==> config.mk <==
export PLATFORM = sky130hd
export DESIGN_NAME = uart_tx_buffer_flat
export DESIGN_NICKNAME = d
export VERILOG_FILES = /design/src/rtl/uart_tx_buffer_if.sv /design/src/rtl/uart_tx_buffer.sv /design/src/flat_wrapper.sv
export SDC_FILE = /design/constraint.sdc
export NUM_CORES = 1
export LEC_CHECK = 0
export ABC_AREA = 1
export BUFFER_PORTS_ARGS = -buffer_cell sky130_fd_sc_hd__buf_2
export CAP_MARGIN = 20
export CORE_MARGIN = 2
export CORE_UTILIZATION = 28
export DETAILED_ROUTE_END_ITERATION = 10
export SLEW_MARGIN = 20
export SYNTH_ARGS = -nofsm -noshare
export SYNTH_HDL_FRONTEND = slang
export SYNTH_SLANG_ARGS = --single-unit
==> constraint.sdc <==
create_clock -name clk -period 2.75 [get_ports clk]
set_input_delay 0.55 -clock clk [delete_from_list [all_inputs] [get_ports clk]]
set_output_delay 0.55 -clock clk [all_outputs]
set_load 0.005 [all_outputs]
==> src/rtl/uart_tx_buffer_if.sv <==
// -----------------------------------------------------------------------------
// uart_tx_buffer_if
//   Character push bus feeding uart_tx_buffer.
//
//   Handshake: char_valid is a single-cycle strobe and char_in is sampled on the
//   rising clk edge where char_valid=1. There is no ready signal. The consumer
//   accepts every strobe it has room for. When it has no room, it drops the byte
//   and reports the drop on its fifo_full / overflow status outputs.
//
//   Signals:
//     char_in    [7:0]  byte to transmit
//     char_valid        push strobe
//   Modports:
//     master  producer side (drives char_in / char_valid)
//     slave   uart_tx_buffer side
// -----------------------------------------------------------------------------
interface uart_tx_buffer_if;
  logic [7:0] char_in;
  logic       char_valid;

  modport master (output char_in, output char_valid);
  modport slave  (input char_in, input char_valid);
endinterface

==> src/rtl/uart_tx_buffer.sv <==
// -----------------------------------------------------------------------------
// uart_tx_buffer
//   Buffers strobed characters in a small synchronous FIFO and serialises them
//   onto an asynchronous TX line. The default frame is 8N1 and lasts
//   10*CLK_DIV cycles.
//
//   Optional feature macro: UART_TX_PARITY_EN
//     When defined, an even-parity bit is inserted between the data bits and
//     the stop bit, which makes the frame 11*CLK_DIV cycles.
//
//   Ports:
//     clk        system clock, rising edge
//     rstn       asynchronous active-low reset; aborts any frame in flight
//     push_if    character push bus (slave modport)
//     tx         serial line, idles high
//     busy       frame in progress or FIFO non-empty
//     fifo_full  FIFO holds FIFO_DEPTH entries
//     overflow   sticky drop flag, cleared only by reset
//     level      FIFO occupancy, 0..FIFO_DEPTH
//     dbg_state  current FSM state (state_t encoding)
// -----------------------------------------------------------------------------
module uart_tx_buffer #(
  parameter int CLK_DIV    = 16,
  parameter int FIFO_DEPTH = 16,
  parameter int PTR_W      = 4
) (
  input  logic               clk,
  input  logic               rstn,
  uart_tx_buffer_if.slave    push_if,
  output logic               tx,
  output logic               busy,
  output logic               fifo_full,
  output logic               overflow,
  output logic [PTR_W:0]     level,
  output logic [2:0]         dbg_state
);

  localparam int               DIV_W    = $clog2(CLK_DIV);
  localparam logic [DIV_W-1:0] DIV_LAST = DIV_W'(CLK_DIV - 1);
  localparam logic [PTR_W:0]   LVL_FULL = (PTR_W + 1)'(FIFO_DEPTH);

  typedef enum logic [2:0] {
    S_IDLE   = 3'd0,
    S_START  = 3'd1,
    S_DATA   = 3'd2,
    S_STOP   = 3'd3,
    S_PARITY = 3'd4
  } state_t;

  state_t state_q, state_d;

  logic [7:0]       mem [FIFO_DEPTH];
  logic [PTR_W-1:0] wptr_q, rptr_q;
  logic [PTR_W:0]   level_q;
  logic             overflow_q;

  logic [7:0]       shift_q;
  logic [2:0]       bit_idx_q;
  logic [DIV_W-1:0] div_q;
  logic             tx_q;
`ifdef UART_TX_PARITY_EN
  logic             par_q;
`endif

  logic pop, push, div_last, tx_d;

  assign div_last  = (div_q == DIV_LAST);
  assign fifo_full = (level_q == LVL_FULL);
  // A same-cycle pop frees a slot, so a push into a full FIFO still succeeds.
  assign push      = push_if.char_valid && (!fifo_full || pop);

  assign tx        = tx_q;
  assign level     = level_q;
  assign overflow  = overflow_q;
  assign busy      = (state_q != S_IDLE) || (level_q != '0);
  assign dbg_state = state_q;

  // ---------------------------------------------------------------------------
  // FIFO storage (no reset needed: contents are only read when level != 0)
  // ---------------------------------------------------------------------------
  always_ff @(posedge clk) begin
    if (push) mem[wptr_q] <= push_if.char_in;
  end

  always_ff @(posedge clk or negedge rstn) begin
    if (!rstn) begin
      wptr_q     <= '0;
      rptr_q     <= '0;
      level_q    <= '0;
      overflow_q <= 1'b0;
    end else begin
      if (push) wptr_q <= wptr_q + 1'b1;
      if (pop)  rptr_q <= rptr_q + 1'b1;
      case ({push, pop})
        2'b10:   level_q <= level_q + 1'b1;
        2'b01:   level_q <= level_q - 1'b1;
        default: level_q <= level_q;
      endcase
      if (push_if.char_valid && !push) overflow_q <= 1'b1;
    end
  end

  // ---------------------------------------------------------------------------
  // FSM state register
  // ---------------------------------------------------------------------------
  always_ff @(posedge clk or negedge rstn) begin
    if (!rstn) state_q <= S_IDLE;
    else       state_q <= state_d;
  end

  // Next state, pop request and the line level for the current state.
  // tx is registered from tx_d, so the line lags the state by one cycle.
  // That lag produces the two-edge push-to-start-bit latency.
  always_comb begin
    state_d = state_q;
    pop     = 1'b0;
    tx_d    = 1'b1;
    case (state_q)
      S_IDLE: begin
        if (level_q != '0) begin
          pop     = 1'b1;
          state_d = S_START;
        end
      end
      S_START: begin
        tx_d = 1'b0;
        if (div_last) state_d = S_DATA;
      end
      S_DATA: begin
        tx_d = shift_q[0];
        if (div_last && (bit_idx_q == 3'd7)) begin
`ifdef UART_TX_PARITY_EN
          state_d = S_PARITY;
`else
          state_d = S_STOP;
`endif
        end
      end
`ifdef UART_TX_PARITY_EN
      S_PARITY: begin
        tx_d = par_q;
        if (div_last) state_d = S_STOP;
      end
`endif
      S_STOP: begin
        if (div_last) begin
          // Chain straight into the next frame when more data is waiting.
          if (level_q != '0) begin
            pop     = 1'b1;
            state_d = S_START;
          end else begin
            state_d = S_IDLE;
          end
        end
      end
      default: state_d = S_IDLE;
    endcase
  end

  // ---------------------------------------------------------------------------
  // Shift register, bit index, divider and line register
  // ---------------------------------------------------------------------------
  always_ff @(posedge clk or negedge rstn) begin
    if (!rstn) begin
      shift_q   <= '0;
      bit_idx_q <= '0;
      div_q     <= '0;
      tx_q      <= 1'b1;
`ifdef UART_TX_PARITY_EN
      par_q     <= 1'b0;
`endif
    end else begin
      tx_q <= tx_d;
      if (pop) begin
        shift_q   <= mem[rptr_q];
        bit_idx_q <= '0;
        div_q     <= '0;
`ifdef UART_TX_PARITY_EN
        par_q     <= ^mem[rptr_q];
`endif
      end else if (state_q == S_IDLE) begin
        div_q <= '0;
      end else begin
        div_q <= div_last ? '0 : div_q + 1'b1;
        if ((state_q == S_DATA) && div_last) begin
          shift_q   <= shift_q >> 1;
          bit_idx_q <= bit_idx_q + 1'b1;
        end
      end
    end
  end

endmodule

==> src/flat_wrapper.sv <==
// flat-port wrapper written by rule: the top's interface ports become plain ports
module uart_tx_buffer_flat 
#(
  parameter int CLK_DIV    = 16,
  parameter int FIFO_DEPTH = 16,
  parameter int PTR_W      = 4
)
  (clk, rstn, tx, busy, fifo_full, overflow, level, dbg_state, push_if_char_in, push_if_char_valid);
  uart_tx_buffer_if push_if_i ();
  input  logic clk;
  input  logic rstn;
  output logic tx;
  output logic busy;
  output logic fifo_full;
  output logic overflow;
  output logic [PTR_W:0] level;
  output logic [2:0] dbg_state;
  input wire logic [$bits(push_if_i.char_in)-1:0] push_if_char_in;
  input wire logic [$bits(push_if_i.char_valid)-1:0] push_if_char_valid;
  assign push_if_i.char_in = push_if_char_in;
  assign push_if_i.char_valid = push_if_char_valid;
  uart_tx_buffer #(.CLK_DIV(CLK_DIV), .FIFO_DEPTH(FIFO_DEPTH), .PTR_W(PTR_W)) u_core (.clk(clk), .rstn(rstn), .push_if(push_if_i), .tx(tx), .busy(busy), .fifo_full(fifo_full), .overflow(overflow), .level(level), .dbg_state(dbg_state));
endmodule
==> results of run 1 <==
## cell type report
type | count | area (µm²) | share of cell area, %
Multi-Input combinational cell | 378 | 1960 | 24.4
Sequential cell | 160 | 4650 | 57.8
Clock inverter | 13 | 154 | 1.92
Inverter | 36 | 135 | 1.68
Tap cell | 324 | 405 | 5.05
Timing Repair Buffer | 46 | 305 | 3.80
Clock buffer | 18 | 429 | 5.34
## flip-flops by register name (all words and copies together), names as in the netlist
name,count
u_core.div_q,4
u_core.wptr_q,4
u_core.bit_idx_q,3
u_core.shift_q,8
u_core.overflow,1
u_core.dbg_state,2
u_core.mem,128
u_core.tx,1
u_core.level,5
u_core.rptr_q,4
## power by group through the flow
stage	combinational, µW	clock [µW]	sequential, µW
2_1_floorplan	420	0	3020
6_report	689	2340	2990
4_1_cts	694	2390	2990
3_3_place_gp	675	0	3040
5_1_grt	788	2490	3020
3_5_place_dp	691	0	3040
## layer usage
layer	share of wire [%]	global-route usage [%]	vias to the layer above
li1	-	-	2178
met1	48	17.3	2195
met2	45	18.1	125
met3	5.0	3.00	24
met4	2.1	5.03	0
met5	0	0	-
## cell families after synthesis
group / Yosys count
and+or+nand+nor: 251
other: 1
AOI/OAI and AO/OA: 99
xor gates and xnor gates: 11
adders and majority gates: 16
buffers and inverters: 67
DFF: 160
## cell usage after synthesis
cell / instances / area share, %
conb_1: 1 / 0.054
xor2_1: 10 / 1.3
buf_1: 1 / 0.054
inv_1: 31 / 1.7
nor2_2: 1 / 0.090
buf_6: 8 / 1.3
nor2_1: 98 / 5.3
ha_1: 15 / 2.7
o21ai_1: 20 / 1.4
buf_2: 8 / 0.58
inv_2: 2 / 0.11
clkbuf_1: 9 / 0.49
xnor2_1: 1 / 0.13
o211ai_1: 29 / 3.1
nand3_2: 3 / 0.43
nand3_1: 56 / 4.0
edfxtp_1: 128 / 55
nand3b_1: 1 / 0.11
dfrtp_1: 31 / 11
fa_1: 1 / 0.29
o21bai_1: 1 / 0.11
o21ai_0: 41 / 3.0
or2_2: 1 / 0.090
nand2_2: 1 / 0.090
buf_4: 5 / 0.54
nand2_4: 2 / 0.32
a21oi_1: 8 / 0.58
clkinv_1: 3 / 0.16
nor3_1: 14 / 1.0
nand2_1: 72 / 3.9
dfstp_2: 1 / 0.38
nand4_1: 2 / 0.18
## through the flow
step	hold WS [ns]	total power, µW	setup WS [ns]	std cells
after detailed placement	0.464	3730	0.463	944
after global routing	0.237	6300	0.259	975
after CTS	0.199	6070	0.447	975
final	0.180	6020	0.463	975
after floorplan	0.254	3440	0.404	605
after global placement	0.458	3710	0.532	944
## final timing paths
kind                                            startpoint                      endpoint  slack, ns  depth (start not counted)
max in group asynchronous                             rstn  u_core.rptr_q[1]$_DFFE_PN0N_       2.04                          1
hold reg to reg                  u_core.div_q[0]$_DFF_PN0_     u_core.div_q[0]$_DFF_PN0_       0.47                          1
hold / removal                                        rstn   u_core.level[2]$_DFFE_PN0P_       0.18                          1
setup reg to reg           u_core.dbg_state[0]$_DFFE_PN0P_   u_core.level[4]$_DFFE_PN0P_       0.46                         15
setup / recovery           u_core.dbg_state[0]$_DFFE_PN0P_   u_core.level[4]$_DFFE_PN0P_       0.46                         15
min in group clk                 u_core.div_q[0]$_DFF_PN0_     u_core.div_q[0]$_DFF_PN0_       0.47                          1
## worst reg2reg max path, delay by kind of cell, from the launching register on
| kind | cells | cell delay (ns) |
|---|---|---|
| compound gates | 1 | 0.21 |
| buf+inv | 5 | 0.41 |
| flops | 1 | 0.39 |
| fa+ha+maj | 2 | 0.58 |
| simple gates | 7 | 0.61 |
==> results.env, run 1 <==
TRITONCTS_NUM_SINKS=160
SETUP.WORST_PATH.START_CLASS='flop'
DR_PASS1_ITERATIONS=4
CTS_RESIZED=0
YOSYSSEQAREASHARE_PCT=66.9
TIMING.FINAL.CRIT_SHARE_PCT=83.2
FINAL_COMMON_CELL='edfxtp_1'
SYNTHESIS.NETS=632
HOLD_CLASS='in2async'
MAX_SLEW.WORST_PIN.SLEW_NS=0.737
SYNTHESIS.AREA_PER_INSTANCE_UM2=11.5
YOSYS.AREA_SHARE.SIMPLE_PCT=15.5
END_KIND='flop'
MOST_FREQUENT_CELLS_IN_THE_LAYOUT='128 x edfxtp_1, 98 x nor2_1, 72 x nand2_1'
FLOORPLAN.INITIALDENSITY_PCT=28.6
DRV_SLEW=0
GRT_UTIL_OVERALL_PCT=12.3
STD_CELL_ROWS=57
POWER.IR.VDD_WORST_V=0.000516
CRITICAL_PATH_ARRIVAL_NS=2.61
DRT-INITIAL-DRC-COUNT=385
FP.DIEH_UM=161
WL_PER_CELL_UM=15.6
MULTIPLEXER_FRACTION_OF_THE_SYNTHESIZED_CELL_AREA_PCT=0
VIA_PER_INST=4.64
CLOCK_TREE.BUFFER_DEPTH=2
PWR-SHARE-SEQ_PCT=49.7
CTS_SETUP_BUFFERS=0
RELSLEWSLACK_PCT=50.8
SYNTH-COMPOUND-AREA-SHARE_PCT=8.22
CRIT_BUF_INV=5
ROUTE.VIAS.TOTAL=4522
WORSTSKEWPAIRLATENCY_NS=0.43
FMAXACHIEVABLE_MHz=437
SYNTH_TOP_FAMILY_BY_AREA='simple AND/OR/NAND/NOR gates'
POWER_DENSITY_nW_PER_UM2=749
PORTBUFFERS=21
FINISH.NET_COUNT=666
TRITONCTS='yes'
CRITPATHTOPFAMILY='simple AND/OR/NAND/NOR gates'
CRIT_FANOUT=5
CRIT_REQUIRED_NS=3.08
FILLERS=2405
GP_ROUTABILITY_CONGESTION=0.863
FINALSETUPVIOLCOUNT=0
NETLIST_INSTANCES=605
TIMING.CRITICAL_PATH.SLOWEST_CELL_DELAY_NS=0.39
HOLDBUFCOUNTCTS=0
PLACEMENT.CELL_AREA_UM2=7450
ANTENNA_CELLS_INSERTED=0
CTS_INSERTED_BUFFERS=17
RSZ0062_AT_GRT='false'
DRC_ERRORS=0
UTILIZATION_PCT=33.0
GRT.OVERFLOW.TOTAL=0
HOLD_VIOLATIONS=0
ANT_NETS=0
P_SW_SHARE_PCT=25.9
SYNTHESIS.AREA_UM2=6940
MAXIMUM_NUMBER_OF_PINS_ON_ONE_NET_BEFORE_GLOBAL_ROUTE_REPAIR=57
ANTENNA_FOUND_INITIAL=0
FLIP_FLOP_AND_LATCH_COUNT_AFTER_SYNTHESIS=160
STATUS='finished clean'
DRV.MAX_CAP_VIOLATION_COUNT=0
STATIC-LEAKAGE-POWER_uW=0.00295
TOTALWIRELENGTH_UM=15200
P_SW_uW=1560
PWR-SHARE-COMB_PCT=11.5
POST_SYNTH_XOR_AREA_FRACTION_PCT=1.39
CRITICAL_PATH.SLOWEST_CELL='dfrtp_1'
TOP_LEVEL_PINS=23
DPL_HPWL_UM=9280
DESIGN_AREA_UM2=8040
SYNTH_ADDER_AREA_SHARE_PCT=2.99
SHARE_CLK_OF_TOTAL_POWER_PCT=38.9
NUMBER_OF_GLOBAL_ROUTE_VIAS_BEFORE_REPAIR=4313
SKEW_NS=0.00874
GRT_PASS1_WL_UM=24200
NETLIST-CELL-TYPE-COUNT=32
LAYOUT-AREA-OVERHEAD-VS-SYNTH_PCT=15.7
TIMING.SETUP.CRITICAL_PATH_CLASS='reg2reg'
FINAL_LAYOUT_SIZE_SUFFIX_GT1_SHARE_PCT=13.7
CTS-ROOT-BUF='clkbuf_16'
CLKSLEWWORSTSETUPHOLDPATHS_NS=0.06
INTPOWER_uW=4460
FLOORPLAN.DIE_AREA_UM2=26100
CORE_AREA_UM2=24300
CHIPWIDTH_UM=161
CTS_HTREE_LEVELS=4
SYNTHESIS.YOSYS.WARNINGS=0
FINALCRITICALPERIOD_NS=2.29
LIST_OF_CELLS_TRAVERSED_BY_THE_CRITICAL_PATH='inv_1, ha_1, inv_1, nand2_1, nand3_2, inv_2, nand2_1, inv_1, ha_1, a21oi_1, nand3_1, nand2_1, nand3_1, nand2_1, inv_1'
SETUP_TOTAL_NEGATIVE_SLACK_NS=0
Power figures use the tool's default switching activity.
==> run 2: changes to the inputs <==
clock period = 2 ns   (was 2.75 ns; I/O delays follow)
==> results.env, run 2 (synthesis gave the netlist of run 1 again) <==
STATUS='finished clean'  # unchanged
POST-LAYOUT-TOTAL-POWER_uW=8810  # was 6020 µW
CRIT_FANOUT=8  # was 5
DRV.MAX_CAP_VIOLATION_COUNT=0  # unchanged
FINAL_CRITICAL_PATH_SETUP_SLACK_NS=0.0350  # was 0.463 ns
CHIPWIDTH_UM=161  # unchanged
POWER.IR.VDD_WORST_V=0.000582  # was 0.000516 V
GLOBALROUTEMET3UTIL_PCT=2.29  # was 3.00%
CRITICAL_PATH.SLOWEST_CELL='dfrtp_1'  # unchanged
FINISH.NET_COUNT=706  # was 666
CTS_HTREE_LEVELS=4  # unchanged
DPL_HPWL_UM=10100  # was 9280 µm
CRIT_REQUIRED_NS=2.14  # was 3.08 ns
WORSTSKEWPAIRLATENCY_NS=0.42  # was 0.43 ns
POWER_DENSITY_nW_PER_UM2=1010  # was 749 nW/µm²
TOP_LEVEL_PINS=23  # unchanged
FLOORPLAN.INITIALDENSITY_PCT=28.6  # unchanged
LAYOUT-AREA-OVERHEAD-VS-SYNTH_PCT=25.9  # was 15.7%
FP.DIEH_UM=161  # unchanged
ANT_NETS=0  # unchanged
CTS-ROOT-BUF='clkbuf_16'  # unchanged
DRV_SLEW=0  # unchanged
GP_ROUTABILITY_CONGESTION=0.813  # was 0.863
ANTENNA_CELLS_INSERTED=0  # unchanged
PWR-SHARE-SEQ_PCT=46.5  # was 49.7%
PWR-SHARE-COMB_PCT=16.6  # was 11.5%
TIMING.FINAL.CRIT_SHARE_PCT=98.2  # was 83.2%
TOTALWIRELENGTH_UM=15700  # was 15,200 µm
FLOORPLAN.DIE_AREA_UM2=26100  # unchanged
SETUP.WORST_PATH.START='u_core.dbg_state[1]$_DFFE_PN0P_'  # was u_core.dbg_state[0]$_DFFE_PN0P_
FMAXACHIEVABLE_MHz=509  # was 437 MHz
R2R_START='u_core.dbg_state[1]$_DFFE_PN0P_'  # was u_core.dbg_state[0]$_DFFE_PN0P_
PRE_CTS_WS_NS=-0.107  # was 0.463 ns
P_SW_uW=2320  # was 1560 µW
DRC_ERRORS=0  # unchanged
TRITONCTS_NUM_SINKS=160  # unchanged
INTPOWER_uW=6490  # was 4460 µW
TIMING.SETUP.CRITICAL_PATH_CLASS='reg2reg'  # unchanged
STD_CELL_ROWS=57  # unchanged
ROUTE.VIAS.TOTAL=4645  # was 4,522
CTS_INSERTED_BUFFERS=17  # unchanged
P_SW_SHARE_PCT=26.3  # was 25.9%
GRT.OVERFLOW.TOTAL=0  # unchanged
RSZ0062_AT_GRT='true'  # was false
MAXIMUM_NUMBER_OF_PINS_ON_ONE_NET_BEFORE_GLOBAL_ROUTE_REPAIR=37  # was 57
PLACEMENT.CELL_AREA_UM2=7970  # was 7450 µm²
VIA_PER_INST=4.58  # was 4.64
MET1_TRACK_USAGE_GR_PCT=15.8  # was 17.3%
LARGEST_REG_FLOPS=128  # unchanged
STATIC-LEAKAGE-POWER_uW=0.00326  # was 0.00295 µW
SKEW_NS=0.00814  # was 0.00874 ns
DESIGN_AREA_UM2=8740  # was 8040 µm²
SHARE_CLK_OF_TOTAL_POWER_PCT=37.0  # was 38.9%
MOST_FREQUENT_CELLS_IN_THE_LAYOUT='128 x edfxtp_1, 91 x nor2_1, 69 x nand2_1'  # was 128 x edfxtp_1, 98 x nor2_1, 72 x nand2_1
CLKSLEWWORSTSETUPHOLDPATHS_NS=0.06  # about the same
GRT_UTIL_OVERALL_PCT=12.7  # was 12.3%
PLACEDCELLCOUNT=979  # was 944
ANTENNA_FOUND_INITIAL=0  # unchanged
FINAL_CELL_COUNT_NO_FILL=1014  # was 975
GRT_UTIL_MET2_PCT=21.7  # was 18.1%
GRT_PASS1_WL_UM=25200  # was 24,200 µm
FINALCRITICALPERIOD_NS=1.96  # was 2.29 ns
NUMBER_OF_GLOBAL_ROUTE_VIAS_BEFORE_REPAIR=4597  # was 4,313
HOLD_CLASS='in2reg'  # was in2async
FILLERS=2327  # was 2,405
LIST_OF_CELLS_TRAVERSED_BY_THE_CRITICAL_PATH='ha_2, nand4_1, nand2_1, nand3_2, buf_4, nand2_4, nand2_4, nor2_4, nand2_2, nor2_2, buf_6'  # was inv_1, ha_1, inv_1, nand2_1, nand3_2, inv_2, nand2_1, inv_1, ha_1, a21oi_1, nand3_1, nand2_1, nand3_1, nand2_1, inv_1
CRITICAL_PATH_ARRIVAL_NS=2.10  # was 2.61 ns
HOLD_VIOLATIONS=0  # unchanged
FINAL_COMMON_CELL='edfxtp_1'  # unchanged
DRT-INITIAL-DRC-COUNT=352  # was 385
FINALSETUPVIOLCOUNT=0  # unchanged
TRITONCTS='yes'  # unchanged
TIMING.CRITICAL_PATH.MODE_CELL='nand2_4'
TOP_REGISTER='u_core.mem'  # unchanged
PORTBUFFERS=21  # unchanged
FINAL_LAYOUT_SIZE_SUFFIX_GT1_SHARE_PCT=23.2  # was 13.7%
CLOCK_TREE.BUFFER_DEPTH=2  # unchanged
DR_PASS1_ITERATIONS=5  # was 4
WL_PER_CELL_UM=15.5  # was 15.6 µm
END_KIND='flop'  # unchanged
MIN_FROM='push_if_char_valid'
SETUP.WORST_PATH.START_CLASS='flop'  # unchanged
CORE_AREA_UM2=24300  # unchanged
GR-MAX-USAGE-LAYER='met2'  # unchanged
TIMING.CRITICAL_PATH.SLOWEST_CELL_DELAY_NS=0.39  # about the same
[run 2: metal layers]
layer	share of wire, %	vias up
met5	0	-
met4	2.2	0
met3	3.9	24
met2	50	100
met1	44	2250
li1	-	2271
[run 2: worst paths after layout]
check	slack [ns]	cells after the start	end
worst min-delay path	0.30	3	u_core.wptr_q[3]$_DFFE_PN0P_
worst min register to register	0.51	1	u_core.overflow$_DFFE_PN0P_
worst max-delay path	0.04	11	u_core.mem[7][2]$_DFFE_PP_
worst max register to register	0.04	11	u_core.mem[7][2]$_DFFE_PP_
min in group asynchronous	0.42	2	u_core.div_q[3]$_DFF_PN0_
max in group asynchronous	1.10	3	u_core.wptr_q[3]$_DFFE_PN0P_
[run 2: area by class of cell]
class | count | area [µm²] | area share [%]
flip-flops and latches | 160 | 4650 | 53.2
well taps | 324 | 405 | 4.64
inverters | 36 | 135 | 1.55
clock buffers | 18 | 429 | 4.91
repair buffers | 86 | 779 | 8.92
clock inverters | 12 | 160 | 1.83
multi-input cells | 378 | 2180 | 25.0
[run 2: power by group through the flow]
stage	sequential, µW	clock (µW)	combinational (µW)
final	4090	3260	1460
after global routing	4130	3450	1630
after CTS	4080	3320	1390
after detailed placement	4150	0	1350
after global placement	4140	0	1330
after floorplan	4150	0	697
[run 2: worst max-delay path: cells and delay by family, from the launching register on]
kind | cells | cell delay [ns]
adders and majority gates | 1 | 0.20
and+or+nand+nor | 8 | 0.77
DFF | 1 | 0.39
buffers and inverters | 2 | 0.32
[run 2: timing repair]
item,4_1_cts,5_1_grt
buffers inserted,3,1
pin swaps,5,8
hold buffers,1,0
resized for setup,8,26
endpoints found under the setup margin,113,123
hold endpoints to repair,11,0
[run 2: per-stage QoR]
stage                     TNS [ns]  hold WS, ns  utilization [%]
after floorplan              -7.33        0.104                -
after CTS                 -0.00268        0.291             35.5
after global routing         -3.47        0.324             35.9
final                            0        0.302             35.9
after detailed placement     -1.72        0.329             32.8
after global placement      -0.804        0.325             32.8
